--- src/rtl/retire_trace_buffer.sv ---
// Retire trace buffer: classifies each retired instruction and queues it in a FIFO.
// Define RETIRE_TRACE_CLASS_COUNTERS_EN to add per-class retirement counters.
module retire_trace_buffer #(
    parameter int XLEN  = 32,
    parameter int DEPTH = 16,
    parameter int CNT_W = 32
) (
    input  logic                       clk,
    input  logic                       rst,
    input  logic                       trace_en,
    input  logic [5:0]                 class_mask,
    input  logic                       clr,
    input  logic                       ret_valid,
    input  logic [XLEN-1:0]            ret_pc,
    input  logic [31:0]                ret_instr,
    input  logic                       ret_rd_we,
    input  logic [XLEN-1:0]            ret_wb_data,
    input  logic                       ret_br_taken,
    input  logic [XLEN-1:0]            ret_mem_addr,
    output logic                       out_valid,
    input  logic                       out_ready,
    output logic [2:0]                 out_class,
    output logic [XLEN-1:0]            out_pc,
    output logic [31:0]                out_instr,
    output logic [XLEN-1:0]            out_data,
    output logic [$clog2(DEPTH):0]     level,
    output logic                       overflow,
    output logic [CNT_W-1:0]           drop_count
`ifdef RETIRE_TRACE_CLASS_COUNTERS_EN
    ,
    output logic [6*CNT_W-1:0]         class_count
`endif
);

    localparam int PW = $clog2(DEPTH);
    localparam int LW = PW + 1;

    localparam logic [2:0] CLS_R      = 3'd0;
    localparam logic [2:0] CLS_IALU   = 3'd1;
    localparam logic [2:0] CLS_LOAD   = 3'd2;
    localparam logic [2:0] CLS_STORE  = 3'd3;
    localparam logic [2:0] CLS_BRANCH = 3'd4;
    localparam logic [2:0] CLS_OTHER  = 3'd5;

    logic [2:0]      cls;
    logic [XLEN-1:0] payload;
    logic            instr_nz;
    logic            capture;
    logic            full;
    logic            push;
    logic            pop;
    logic            drop;

    logic [LW-1:0]    level_q, level_d;
    logic [PW-1:0]    wr_ptr_q, wr_ptr_d;
    logic [PW-1:0]    rd_ptr_q, rd_ptr_d;
    logic             overflow_q, overflow_d;
    logic [CNT_W-1:0] drop_cnt_q, drop_cnt_d;

    logic [2:0]      mem_cls_q   [DEPTH];
    logic [XLEN-1:0] mem_pc_q    [DEPTH];
    logic [31:0]     mem_instr_q [DEPTH];
    logic [XLEN-1:0] mem_data_q  [DEPTH];

    always_comb begin
        cls = CLS_OTHER;
        unique case (ret_instr[6:0])
            7'b0110011: cls = CLS_R;
            7'b0010011: cls = CLS_IALU;
            7'b0000011: cls = CLS_LOAD;
            7'b0100011: cls = CLS_STORE;
            7'b1100011: cls = CLS_BRANCH;
            default:    cls = CLS_OTHER;
        endcase
    end

    // Register writes win; otherwise pick the class-specific side information.
    always_comb begin
        payload = '0;
        if (ret_rd_we) begin
            payload = ret_wb_data;
        end else if (cls == CLS_STORE) begin
            payload = ret_mem_addr;
        end else if (cls == CLS_BRANCH) begin
            payload = {{(XLEN-1){1'b0}}, ret_br_taken};
        end
    end

    always_comb begin
        instr_nz = |ret_instr;
        capture  = ret_valid & trace_en & class_mask[cls] & instr_nz;
        full     = (level_q == LW'(DEPTH));
        pop      = out_valid & out_ready;
        push     = capture & (~full | pop);
        drop     = capture & full & ~pop;
    end

    always_comb begin
        level_d  = level_q + LW'(push) - LW'(pop);
        wr_ptr_d = wr_ptr_q + PW'(push);
        rd_ptr_d = rd_ptr_q + PW'(pop);
    end

    // A clear in the same cycle as a drop still leaves the flag and count at zero.
    always_comb begin
        overflow_d = overflow_q;
        drop_cnt_d = drop_cnt_q;
        if (clr) begin
            overflow_d = 1'b0;
            drop_cnt_d = '0;
        end else if (drop) begin
            overflow_d = 1'b1;
            if (~&drop_cnt_q) begin
                drop_cnt_d = drop_cnt_q + 1'b1;
            end
        end
    end

    always_ff @(posedge clk or negedge rst) begin
        if (!rst) begin
            level_q    <= '0;
            wr_ptr_q   <= '0;
            rd_ptr_q   <= '0;
            overflow_q <= 1'b0;
            drop_cnt_q <= '0;
        end else begin
            level_q    <= level_d;
            wr_ptr_q   <= wr_ptr_d;
            rd_ptr_q   <= rd_ptr_d;
            overflow_q <= overflow_d;
            drop_cnt_q <= drop_cnt_d;
        end
    end

    // Entry storage carries no reset; validity is tracked by level alone.
    always_ff @(posedge clk) begin
        if (push) begin
            mem_cls_q[wr_ptr_q]   <= cls;
            mem_pc_q[wr_ptr_q]    <= ret_pc;
            mem_instr_q[wr_ptr_q] <= ret_instr;
            mem_data_q[wr_ptr_q]  <= payload;
        end
    end

    always_comb begin
        out_valid  = (level_q != '0);
        out_class  = mem_cls_q[rd_ptr_q];
        out_pc     = mem_pc_q[rd_ptr_q];
        out_instr  = mem_instr_q[rd_ptr_q];
        out_data   = mem_data_q[rd_ptr_q];
        level      = level_q;
        overflow   = overflow_q;
        drop_count = drop_cnt_q;
    end

`ifdef RETIRE_TRACE_CLASS_COUNTERS_EN
    logic [CNT_W-1:0] cls_cnt_q [6];
    logic [CNT_W-1:0] cls_cnt_d [6];

    // Counts every real retirement, regardless of filtering or FIFO state.
    always_comb begin
        for (int k = 0; k < 6; k++) begin
            cls_cnt_d[k] = cls_cnt_q[k];
            if (clr) begin
                cls_cnt_d[k] = '0;
            end else if (ret_valid && instr_nz && cls == 3'(k)) begin
                if (~&cls_cnt_q[k]) begin
                    cls_cnt_d[k] = cls_cnt_q[k] + 1'b1;
                end
            end
        end
    end

    always_ff @(posedge clk or negedge rst) begin
        if (!rst) begin
            for (int k = 0; k < 6; k++) begin
                cls_cnt_q[k] <= '0;
            end
        end else begin
            for (int k = 0; k < 6; k++) begin
                cls_cnt_q[k] <= cls_cnt_d[k];
            end
        end
    end

    always_comb begin
        for (int k = 0; k < 6; k++) begin
            class_count[k*CNT_W +: CNT_W] = cls_cnt_q[k];
        end
    end
`endif

endmodule

--- config.mk ---
export PLATFORM = sky130hd
export DESIGN_NAME = retire_trace_buffer
export DESIGN_NICKNAME = d
export VERILOG_FILES = /design/src/rtl/retire_trace_buffer.sv
export SDC_FILE = /design/constraint.sdc
export NUM_CORES = 1
export LEC_CHECK = 0
export CORE_MARGIN = 5
export CORE_UTILIZATION = 32
export CTS_CLUSTER_SIZE = 24
export DETAILED_ROUTE_END_ITERATION = 16
export GPL_TIMING_DRIVEN = 0
export RECOVER_POWER = 25
export REMOVE_ABC_BUFFERS = 1
export SLEW_MARGIN = 20
export SYNTH_ARGS = -nofsm -noshare
export SYNTH_HDL_FRONTEND = slang
export SYNTH_SLANG_ARGS = --single-unit
--- constraint.sdc ---
create_clock -name clk -period 16 [get_ports clk]
set_clock_uncertainty 0.2 [all_clocks]
set_input_delay 3.2 -clock clk [delete_from_list [all_inputs] [get_ports clk]]
set_output_delay 3.2 -clock clk [all_outputs]
set_load 0.02 [all_outputs]
==> impl_metrics.tcl, run 1 <==
set metrics [dict create \
    status "finished with violations" \
    violations "max-capacitance violations, max-slew violations" \
    clockBufferDepth 3 \
    n_fill_cell 17100 \
    drt-initial-drc-count 2638 \
    holdBufCountCts 0 \
    hold_class "reg -> reg" \
    synth_edf_count 1584 \
    grt_use_total 0.148 \
    yosysMostFrequentCell "edfxtp_1" \
    hpwlAfterDp_mm 105 \
    synth_cell_types 53 \
    syn_area_um2 62500 \
    grt_max_degree 60 \
    cts_max_level 4 \
    p_total_mw 12.4 \
    min_to "overflow" \
    crit_fanout 23 \
    routed_wl_mm 152 \
    synth_cells 2585 \
    hold_depth 1 \
    max_freq_mhz 110 \
    r2r_start "level[2]" \
    syn_avg_cell_area_um2 24.2 \
    pwr_density_cell_nw_per_um2 161 \
    portBuffers 279 \
    vias 29700 \
    critPathKind "in -> reg" \
    drive_gt1_frac 0.329 \
    cts_tree "done" \
    grt_pass1_wl_mm 222 \
    die_x_um 452 \
    ctsResizeCount 0 \
    io_pins 280 \
    vdd_drop_max_mv 0.112 \
    ys_ff_latch 1630 \
    cts-root-buf "clkbuf_16" \
    critPathRequiredTime_ps 16280 \
    min_from "overflow" \
    max_cap_viol_count 1 \
    ff2ff_path_depth 16 \
    start_util 0.321 \
    drc 0 \
    endpoint_kind "register" \
    dieArea_um2 204000 \
    rsz0062_at_grt "no" \
    cts_made_buffers 166 \
    finalMaxSlewViolations 47 \
    rr_endpoint "mem_instr_q[0][13]" \
    worst_ep_arrival_time_ps 9390 \
    die_h_um 452 \
    via_per_inst 5.01 \
    drt_pass1_iterations 5 \
    cts_sinks 1630 \
    finalSetupViolCount 0 \
    hold_viol_final 0 \
    clock_latency_ps 790 \
    area_growth_pct 23.1 \
    antenna_found_initial 29 \
    highest_layer "met5" \
    drt-met1-wl_mm 64.1 \
    core_um2 195000 \
    slew_headroom -0.795 \
    finalCritPeriodShare 0.570 \
    grt_pass1_vias 31300 \
    final_nets 3395 \
    gp_congestion 0.705 \
    synth_common_cells "edfxtp_1 (1584), mux4_2 (483), clkbuf_1 (90)" \
    gr-total-overflow 0 \
    wl_met3_mm 7.90 \
    multi_input_area_um2 13200 \
    place_area_um2 71700 \
    dr_wl_met2_mm 76.4 \
    rows 162 \
    post_cts_buffers 0 \
    ys_async_sr_fraction 0.0282 \
    antenna_left 0 \
    reg2reg_slack_ps 10830 \
    tightestPinTransition_ps 2690 \
    yosys.area.top_type "edfxtp_1" \
    synth_flop_cell "edfxtp_1" \
    min_period_ps 9120 \
    leakage_nw 24.7 \
    ys_warn_count 0 \
    wl_per_cell_um 25.6 \
    design_area_um2 77000 \
    ys_seq_area_frac 0.779 \
    clkTransAtPathRegs_ps 60 \
    synth_area_leaders "edfxtp_1 (76%), mux4_2 (17%), dfrtp_1 (1.8%), clkbuf_1 (0.54%), a22o_1 (0.43%)" \
    seq_area_um2 48700 \
    synth_top_area_share 0.761 \
    startpoint_type "input port" \
]
==> power by group <==
group          total [mW]  switching, mW  internal, mW
sequential           4.91          0.121          4.79
combinational        3.71           1.77          1.94
clock                3.75           1.63          2.12
==> cell usage in the layout, fill, tap and decap left out, drive strengths merged, types with 6 or more instances in the layout <==
cell,instances
edfxtp,1584
nor2b,6
nor2,19
a21oi,29
nand2,23
inv,18
mux2,11
bufinv,10
o31ai,21
clkbuf,209
clkinv,78
nand3,16
a22o,31
dlygate4sd3,51
dfrtp,46
nor4,18
mux4,483
or4,21
buf,352
diode,12
clkdlybuf4s50,225
mux2i,12
nand4,9
ha,11
o21ai,12
nor3,18
==> flip-flops by register name (all words and copies together), names as in the netlist <==
register,cells
level,5
drop_count,32
mem_instr_q,512
overflow,1
mem_pc_q,512
mem_cls_q,48
wr_ptr_q,4
mem_data_q,512
rd_ptr_q,4
==> kinds of logic (layout without fill, tap and decap cells) <==
kind of cell	count (synthesis)	in the layout	synth area share
muxes	506	506	0.178
DFF	1630	1630	0.779
buffers and inverters	154	946	0.0108
AOI/OAI and AO/OA	116	116	0.0136
other	0	12	0
and+or+nand+nor	158	158	0.0147
adders and majority gates	12	12	0.00252
xor gates and xnor gates	9	9	0.00126
==> per-layer routing <==
layer / vias to the layer above / global-route usage
li1: 12600 / -
met1: 16100 / 0.198
met2: 815 / 0.249
met3: 229 / 0.0284
met4: 4 / 0.0414
met5: - / 0
==> stage by stage <==
stage | std cells | setup TNS, ps | util | hold slack [ps] | setup slack [ps]
after floorplan | 2444 | -375000 | - | 330 | -4200
final | 5931 | 0 | 0.395 | 311 | 6880
after global routing | 5925 | 0 | 0.395 | 359 | 6540
after CTS | 5919 | 0 | 0.395 | 317 | 6820
after detailed placement | 5615 | 0 | 0.368 | 299 | 5970
after global placement | 5265 | - | 0.349 | 291 | -16840
==> worst max path at each step <==
stage                      start                 end  slack [ps]  cells past startpoint
floorplan            rd_ptr_q[0]        out_class[2]       -4200                      5
global placement    ret_instr[6]     mem_pc_q[2][17]      -16840                      6
detailed placement  ret_instr[6]     mem_pc_q[0][23]        5970                     16
CTS                 ret_instr[6]  mem_instr_q[0][13]        6820                     16
global route        ret_instr[6]  mem_instr_q[0][13]        6540                     16
finish              ret_instr[6]  mem_instr_q[0][13]        6880                     16
==> critical path, stage by stage <==
cell	delay, ps
clkdlybuf4s50_1	1060
nor3_1	300
nand3_1	750
a221o_1	260
nand4bb_1	800
or3_1	820
nor3_2	390
buf_6	210
buf_4	200
buf_6	160
buf_4	170
buf_6	160
buf_4	200
buf_4	210
buf_4	210
buf_4	220
==> layout make-up <==
cell class,instances,area share
clock inverters,96,0.0116
diodes,12,0.000390
multi-input cells,801,0.172
clock buffers,208,0.0570
well taps,2542,0.0413
repair buffers,629,0.0837
flip-flops and latches,1630,0.633
inverters,13,0.000634
No activity file was read; power rests on OpenSTA's default activity.
==> run 2: changes to the inputs <==
clock period = 9.05 ns   (was 16 ns; I/O delays follow)
==> results of run 2 <==
The final DEF is identical to that of run 1. Status: finished with violations: max-capacitance violations, max-slew violations.
Main changes from that run: setup slack after placement 5970 ps -> 413 ps; setup slack after layout 6880 ps -> 1320 ps; register-to-register setup slack 10830 ps -> 3880 ps; total power 12.4 mW -> 21.9 mW; worst IR drop on VDD 0.112 mV -> 0.198 mV
